<file path="config.mk">
export PLATFORM = sky130hd
export DESIGN_NAME = attn_precision_ctrl
export DESIGN_NICKNAME = d
export VERILOG_FILES = /design/src/rtl/attn_pkg.sv /design/src/rtl/attn_col_classifier.sv /design/src/rtl/attn_precision_ctrl.sv
export SDC_FILE = /design/constraint.sdc
export NUM_CORES = 2
export LEC_CHECK = 0
export CELL_PAD_IN_SITES_DETAIL_PLACEMENT = 1
export CELL_PAD_IN_SITES_GLOBAL_PLACEMENT = 1
export CORE_AREA = 2 2 420 422
export CTS_BUF_LIST = sky130_fd_sc_hd__clkbuf_8
export DETAILED_ROUTE_END_ITERATION = 7
export DIE_AREA = 0 0 422 424
export GPL_TIMING_DRIVEN = 0
export HOLD_SLACK_MARGIN = 0.03
export PLACE_DENSITY_LB_ADDON = 0.05
export SLEW_MARGIN = 20
export SYNTH_ARGS = -nofsm -noshare
export SYNTH_HDL_FRONTEND = slang
export SYNTH_SLANG_ARGS = --single-unit
</file>
<file path="constraint.sdc">
create_clock -name clk -period 5.53 [get_ports clk]
set_input_delay 0.553 -clock clk [delete_from_list [all_inputs] [get_ports clk]]
set_output_delay 0.553 -clock clk [all_outputs]
set_load 0.02 [all_outputs]
</file>
<file path="src/rtl/attn_pkg.sv">
// Shared types for the attention A*V path: precision codes, controller states,
// and the Q1.15 magnitude helper also used by the multiplier.
package attn_pkg;

  localparam int Q_W = 16;

  typedef enum logic [1:0] {
    PREC_INT4 = 2'b00,
    PREC_INT8 = 2'b01,
    PREC_FP16 = 2'b10
  } prec_t;

  typedef enum logic [2:0] {
    ST_IDLE,
    ST_LOAD,
    ST_CLASSIFY,
    ST_START,
    ST_WAIT,
    ST_DONE
  } state_t;

  // Unsigned magnitude; 16'h8000 maps to 32768, which still fits in Q_W bits.
  function automatic logic [Q_W-1:0] abs_q15(input logic [Q_W-1:0] x);
    return x[Q_W-1] ? (~x + 1'b1) : x;
  endfunction

endpackage

</file>
<file path="src/rtl/attn_col_classifier.sv">
// Threshold compare for one column's L1 sum into a precision code.
module attn_col_classifier
  import attn_pkg::*;
#(
  parameter int                SUM_W    = 19,
  parameter logic [SUM_W-1:0]  THR_LOW  = 19'h01000,
  parameter logic [SUM_W-1:0]  THR_HIGH = 19'h04000
) (
  input  logic [SUM_W-1:0] sum,
  output logic [1:0]       code
);

  always_comb begin
    code = PREC_INT4;
    if (sum >= THR_HIGH)     code = PREC_FP16;
    else if (sum >= THR_LOW) code = PREC_INT8;
  end

endmodule

</file>
<file path="src/rtl/attn_precision_ctrl.sv">
// Front end for the mixed-precision A*V multiplier: buffers the streamed matrix,
// classifies column precision, and runs the start/done handshake.
// Optional macro APC_TIMEOUT_EN adds a watchdog on the multiplier's done.
module attn_precision_ctrl
  import attn_pkg::*;
#(
  parameter int A_ROWS   = 8,
  parameter int NUM_COLS = 8,
  parameter int WIDTH    = 16,
  parameter logic [WIDTH+$clog2(A_ROWS)-1:0] THR_LOW  = 19'h01000,
  parameter logic [WIDTH+$clog2(A_ROWS)-1:0] THR_HIGH = 19'h04000,
  parameter int TIMEOUT_CYCLES = 4096
) (
  input  logic                               clk,
  input  logic                               rst_n,
  input  logic                               cmd_start,
  input  logic                               s_valid,
  output logic                               s_ready,
  input  logic [WIDTH-1:0]                   s_data,
  input  logic                               s_last,
  output logic [A_ROWS*NUM_COLS*WIDTH-1:0]   a_mem_flat,
  output logic [2*NUM_COLS-1:0]              precision_sel_flat,
  output logic                               mul_start,
  input  logic                               mul_done,
  output logic                               busy,
  output logic                               done,
  output logic                               len_err,
  output logic                               timeout
);

  localparam int N     = A_ROWS * NUM_COLS;
  localparam int IW    = $clog2(N);
  localparam int CW    = $clog2(NUM_COLS);
  localparam int SUM_W = WIDTH + $clog2(A_ROWS);

  state_t state, nxt;

  logic [IW-1:0]                    idx;
  logic [CW-1:0]                    col;
  logic [NUM_COLS-1:0][SUM_W-1:0]   sums;
  logic [NUM_COLS-1:0][1:0]         codes;
  logic                             hs, last_beat, accept, expire;

  assign hs        = (state == ST_LOAD) && s_valid;
  assign last_beat = (idx == IW'(N-1));
  assign accept    = (state == ST_IDLE) && cmd_start;

  always_ff @(posedge clk or negedge rst_n) begin
    if (!rst_n) state <= ST_IDLE;
    else        state <= nxt;
  end

  always_comb begin
    nxt       = state;
    s_ready   = 1'b0;
    mul_start = 1'b0;
    done      = 1'b0;
    busy      = (state != ST_IDLE);
    case (state)
      ST_IDLE:     if (cmd_start) nxt = ST_LOAD;
      ST_LOAD: begin
        s_ready = 1'b1;
        if (s_valid && last_beat) nxt = ST_CLASSIFY;
      end
      ST_CLASSIFY: nxt = ST_START;
      ST_START: begin
        mul_start = 1'b1;
        nxt       = ST_WAIT;
      end
      ST_WAIT:     if (mul_done || expire) nxt = ST_DONE;
      ST_DONE: begin
        done = 1'b1;
        nxt  = ST_IDLE;
      end
      default:     nxt = ST_IDLE;
    endcase
  end

  // Buffer and codes are only written in LOAD/CLASSIFY, so they stay frozen
  // for the multiplier from START until the next accepted command.
  always_ff @(posedge clk or negedge rst_n) begin
    if (!rst_n) begin
      idx                <= '0;
      col                <= '0;
      sums               <= '0;
      a_mem_flat         <= '0;
      precision_sel_flat <= '0;
      len_err            <= 1'b0;
    end else begin
      if (accept) begin
        idx     <= '0;
        col     <= '0;
        sums    <= '0;
        len_err <= 1'b0;
      end
      if (hs) begin
        a_mem_flat[idx*WIDTH +: WIDTH] <= s_data;
        sums[col] <= sums[col] + SUM_W'(abs_q15(s_data));
        idx       <= idx + 1'b1;
        col       <= (col == CW'(NUM_COLS-1)) ? '0 : col + 1'b1;
        if (s_last != last_beat) len_err <= 1'b1;
      end
      if (state == ST_CLASSIFY) precision_sel_flat <= codes;
    end
  end

  for (genvar c = 0; c < NUM_COLS; c++) begin : g_col
    attn_col_classifier #(
      .SUM_W    (SUM_W),
      .THR_LOW  (THR_LOW),
      .THR_HIGH (THR_HIGH)
    ) u_cls (
      .sum  (sums[c]),
      .code (codes[c])
    );
  end

`ifdef APC_TIMEOUT_EN
  localparam int TW = $clog2(TIMEOUT_CYCLES + 1);
  logic [TW-1:0] wcnt;

  // mul_done on the expiry cycle takes priority, so expiry requires it low.
  assign expire = (state == ST_WAIT) && !mul_done && (wcnt == TW'(TIMEOUT_CYCLES-1));

  always_ff @(posedge clk or negedge rst_n) begin
    if (!rst_n) begin
      wcnt    <= '0;
      timeout <= 1'b0;
    end else begin
      if (accept)                 timeout <= 1'b0;
      if (state == ST_START)      wcnt    <= '0;
      else if (state == ST_WAIT)  wcnt    <= wcnt + 1'b1;
      if (expire)                 timeout <= 1'b1;
    end
  end
`else
  assign expire  = 1'b0;
  assign timeout = 1'b0;
`endif

endmodule

</file>
==> key figures <==
Die
  – Die Ht: 424 um
  – Starting density of the core: 28.56%
  – Core area: 175000 um^2
  – # rows: 154
  – I/O pin count: 1068
  – Die Footprint: 178900 um^2
  – Die Wd: 422 um

Timing
  – Rel. slew slack: 18.85%
  – Clock skew: 0.06277 ns
  – Fmax: 182.3 MHz
  – Max Slew Vio Count: 0
  – Final period utilization: 99.18%
  – Final Hold Viols: 0
  – Actual slew at the worst max-slew pin: 1.217 ns
  – Fin crit period: 5.485 ns
  – TNS Setup: 0 ns
  – RSZ-0062 raised after global routing: false
  – Final setup fails: 0

Critical path
  – WP data arrival: 6.39 ns
  – Kind of end point of the critical path: flip-flop
  – Worst path max stage delay: 1.27 ns
  – Worst path cell trace: clkdlybuf4s50_1 -> clkbuf_1 -> clkbuf_1 -> o41ai_1 -> xnor2_1 -> ha_1 -> clkbuf_1 -> nand4_1 -> or3_1 -> and3b_1 -> clkbuf_1 -> or2_2 -> clkbuf_1 -> o211ai_1
  – Crit path max-delay cell type: clkdlybuf4s50_1
  – Worst Reg-to-Reg Cells: 16
  – R2R Path Start: col[1]
  – Critical Path Source Type: input port
  – Req. time, crit path: 6.43 ns
  – Reg2reg end: sums[131]
  – Top cell by count, worst path: clkbuf_1
  – Kind of critical path: in -> reg
  – R2R Setup Slk: 0.29 ns
  – CP max FO: 10

Power and ir drop
  – Leak pwr: 30.95 nW
  – Power Dens Cells: 446.5 nW/um^2
  – Worst vdd ir: 312.5 uV
  – Tot Pwr: 0.03061 W

Logic synthesis
  – Async S/R FF share, synth: 100.0%
  – Post-synthesis sequential area ratio: 60.35%
  – Synth Warn #: 0
  – Number of synthesized register bits: 1205
  – Mapped Area: 49960 um^2
  – Cell count after synthesis: 4506
  – Avg Cell Area, Syn: 11.09 um^2
  – EDFF count, synth: 0
  – Dominant synthesized flop cell: dfrtp_1
  – Yosys cell types: 79
  – Syn_nets: 4551

Detailed routing
  – Initial DRC Count: 2595
  – Detailed Routing Iterations Pass 1: 5
  – Avg WL per Cell: 33.12 um
  – Vias/cell: 5.108
  – Vias post-DR: 42560
  – Residual DRC: 0
  – Post-route ant nets: 0
  – Final wirelength: 276000 um

CTS
  – CTS buffer count: 221
  – Clock transition at path regs: 0.06 ns
  – Worst skew pair latency: 1.01 ns
  – CTS tree: built
  – CTS H-tree depth: 4
  – CTS root buf: clkbuf_8
  – Clock Sinks: 1205
  – Longest Clk Path Bufs: 3

Layout
  – Register area: 30150 um^2
  – Non-Filler Instances: 8333
  – Most frequent cells in the layout: dfrtp_1, clkdlybuf4s50_1, nand2_1
  – Fillers: 19400
  – Commonest non-fill, non-tap cell in the layout: dfrtp_1
  – Ratio of cells with drive above 1 in the final layout: 17.37%
  – Cell area after layout: 68560 um^2
  – Post-synthesis to final-layout area growth: 37.23%
  – Area taken by multi-input logic gates: 18220 um^2
  – Final #Nets: 5863

Outcome
  – Status: finished clean

Global routing
  – Antenna violations before repair: 19
  – First-pass GRT wire length: 378700 um
  – Vias in the first global route: 45070
  – Largest net degree at the start of global routing: 136
  – Total GRT Usage: 30.25%
  – Global route total overflow: 0

Flow run
  – # Max-Cap Violations: 0

Placed design
  – Port bufs: 1063
  – Post-DP HPWL: 207400 um
  – Dpl cells: 7933
  – GPL Wtd Cong: 0.9016
  – Post-Place Cell Area: 64130 um^2

Worst hold path
  – Worst Hold Class: in -> async
==> critical path: cells and delay by family <==
family          cells  cell delay (ns)
compound gates      2             0.49
xor+xnor            1             0.19
fa+ha+maj           1             0.29
buf+inv             6             3.49
simple gates        4             1.33
==> power by group <==
| group | switching, W | internal, W | leakage, nW |
|---|---|---|---|
| Combinational | 0.00830 | 0.00319 | 11.9 |
| Clock | 0.00408 | 0.00443 | 2.56 |
| Sequential | 0.000718 | 0.00989 | 16.4 |
==> per-layer routing <==
metal | wire length, um | track usage (%) | vias up
met5 | 10 | 0 | -
met4 | 12470 | 13.28 | 2
met3 | 18850 | 8.000 | 363
met2 | 133100 | 50.25 | 1474
met1 | 111600 | 36.85 | 22430
li1 | - | - | 18290
==> through the flow <==
stage / hold WS (ns) / setup WS (ns) / util, %
2_1_floorplan: 0.2574 / 1.461 / -
3_3_place_gp: 0.4520 / -56.92 / 36.31
3_5_place_dp: 0.4608 / -1.226 / 36.66
4_1_cts: 0.06320 / 0.01189 / 39.15
5_1_grt: 0.1498 / 0.01922 / 39.18
6_report: 0.1731 / 0.04536 / 39.19
==> repair_timing <==
action	4_1_cts	5_1_grt
gates resized for setup	25	12
hold endpoints to repair	325	0
setup endpoints to repair	86	64
pin swaps	0	1
setup buffers	1	2
hold buffers	1	0
==> how the worst max path moves through the flow <==
stage / from / to / slack (ns) / depth (start not counted)
2_1_floorplan: col[1] / sums[112] / 1.46 / 17
3_3_place_gp: rst_n / a_mem_flat[599] / -56.92 / 1
3_5_place_dp: s_data[0] / sums[131] / -1.23 / 17
4_1_cts: col[0] / sums[131] / 0.01 / 16
5_1_grt: col[1] / sums[36] / 0.02 / 16
6_report: s_data[15] / sums[131] / 0.05 / 14
==> flip-flops by register name, indices dropped and copies added, names as in the netlist <==
signal	cells
a_mem_flat	1024
sums	152
precision_sel_flat	16
idx	6
col	3
state	3
len_err	1
==> cells by family (layout without fill, tap and decap cells) <==
| family | Yosys count | count (layout) | synth area share [%] |
|---|---|---|---|
| and+or+nand+nor | 1510 | 1510 | 13.91 |
| AOI/OAI and AO/OA | 789 | 789 | 8.860 |
| adders and majority gates | 23 | 23 | 0.5910 |
| buffers and inverters | 402 | 1879 | 3.413 |
| muxes | 545 | 545 | 12.31 |
| DFF | 1205 | 1205 | 60.35 |
| other | 1 | 11 | 0.007506 |
| xor gates and xnor gates | 31 | 31 | 0.5585 |
==> area by class of cell <==
class                   count  area share [%]
multi-input cells        2899           26.57
plain buffers             334           2.221
clock inverters           120          0.8486
diodes                     10         0.03650
inverters                  66          0.3686
repair buffers           1091           16.33
flip-flops and latches   1205           43.98
well taps                2340           4.270
clock buffers             268           5.380
==> cell usage after synthesis, types with 5 or more instances <==
cell type | number | area share (%)
xnor2_1 | 22 | 0.39
buf_1 | 17 | 0.13
nand4_1 | 33 | 0.41
nand2_1 | 825 | 6.2
a22o_1 | 8 | 0.14
o41ai_1 | 20 | 0.35
and3_1 | 82 | 1.0
ha_1 | 22 | 0.55
o31ai_1 | 40 | 0.60
or3_1 | 14 | 0.18
buf_6 | 8 | 0.18
clkbuf_1 | 244 | 1.8
nand3_1 | 261 | 2.6
o21ai_0 | 573 | 5.7
a211oi_1 | 7 | 0.11
inv_1 | 63 | 0.47
a22oi_1 | 12 | 0.18
nand3_2 | 6 | 0.12
a21oi_1 | 25 | 0.25
buf_4 | 13 | 0.20
nor2_2 | 12 | 0.15
buf_2 | 52 | 0.52
dfrtp_1 | 1205 | 60
a21o_1 | 10 | 0.15
nor3b_1 | 8 | 0.12
mux2_2 | 515 | 12
mux2i_1 | 26 | 0.52
o211ai_1 | 21 | 0.32
nor3_1 | 47 | 0.47
nor4_4 | 5 | 0.21
and2_1 | 9 | 0.11
nor2_1 | 132 | 0.99
xor2_1 | 8 | 0.14
nor4_1 | 15 | 0.19
o22ai_1 | 53 | 0.66
nand2b_1 | 8 | 0.10
nor3_2 | 7 | 0.14
or4_1 | 9 | 0.14
(Power assumes the default switching activity.)
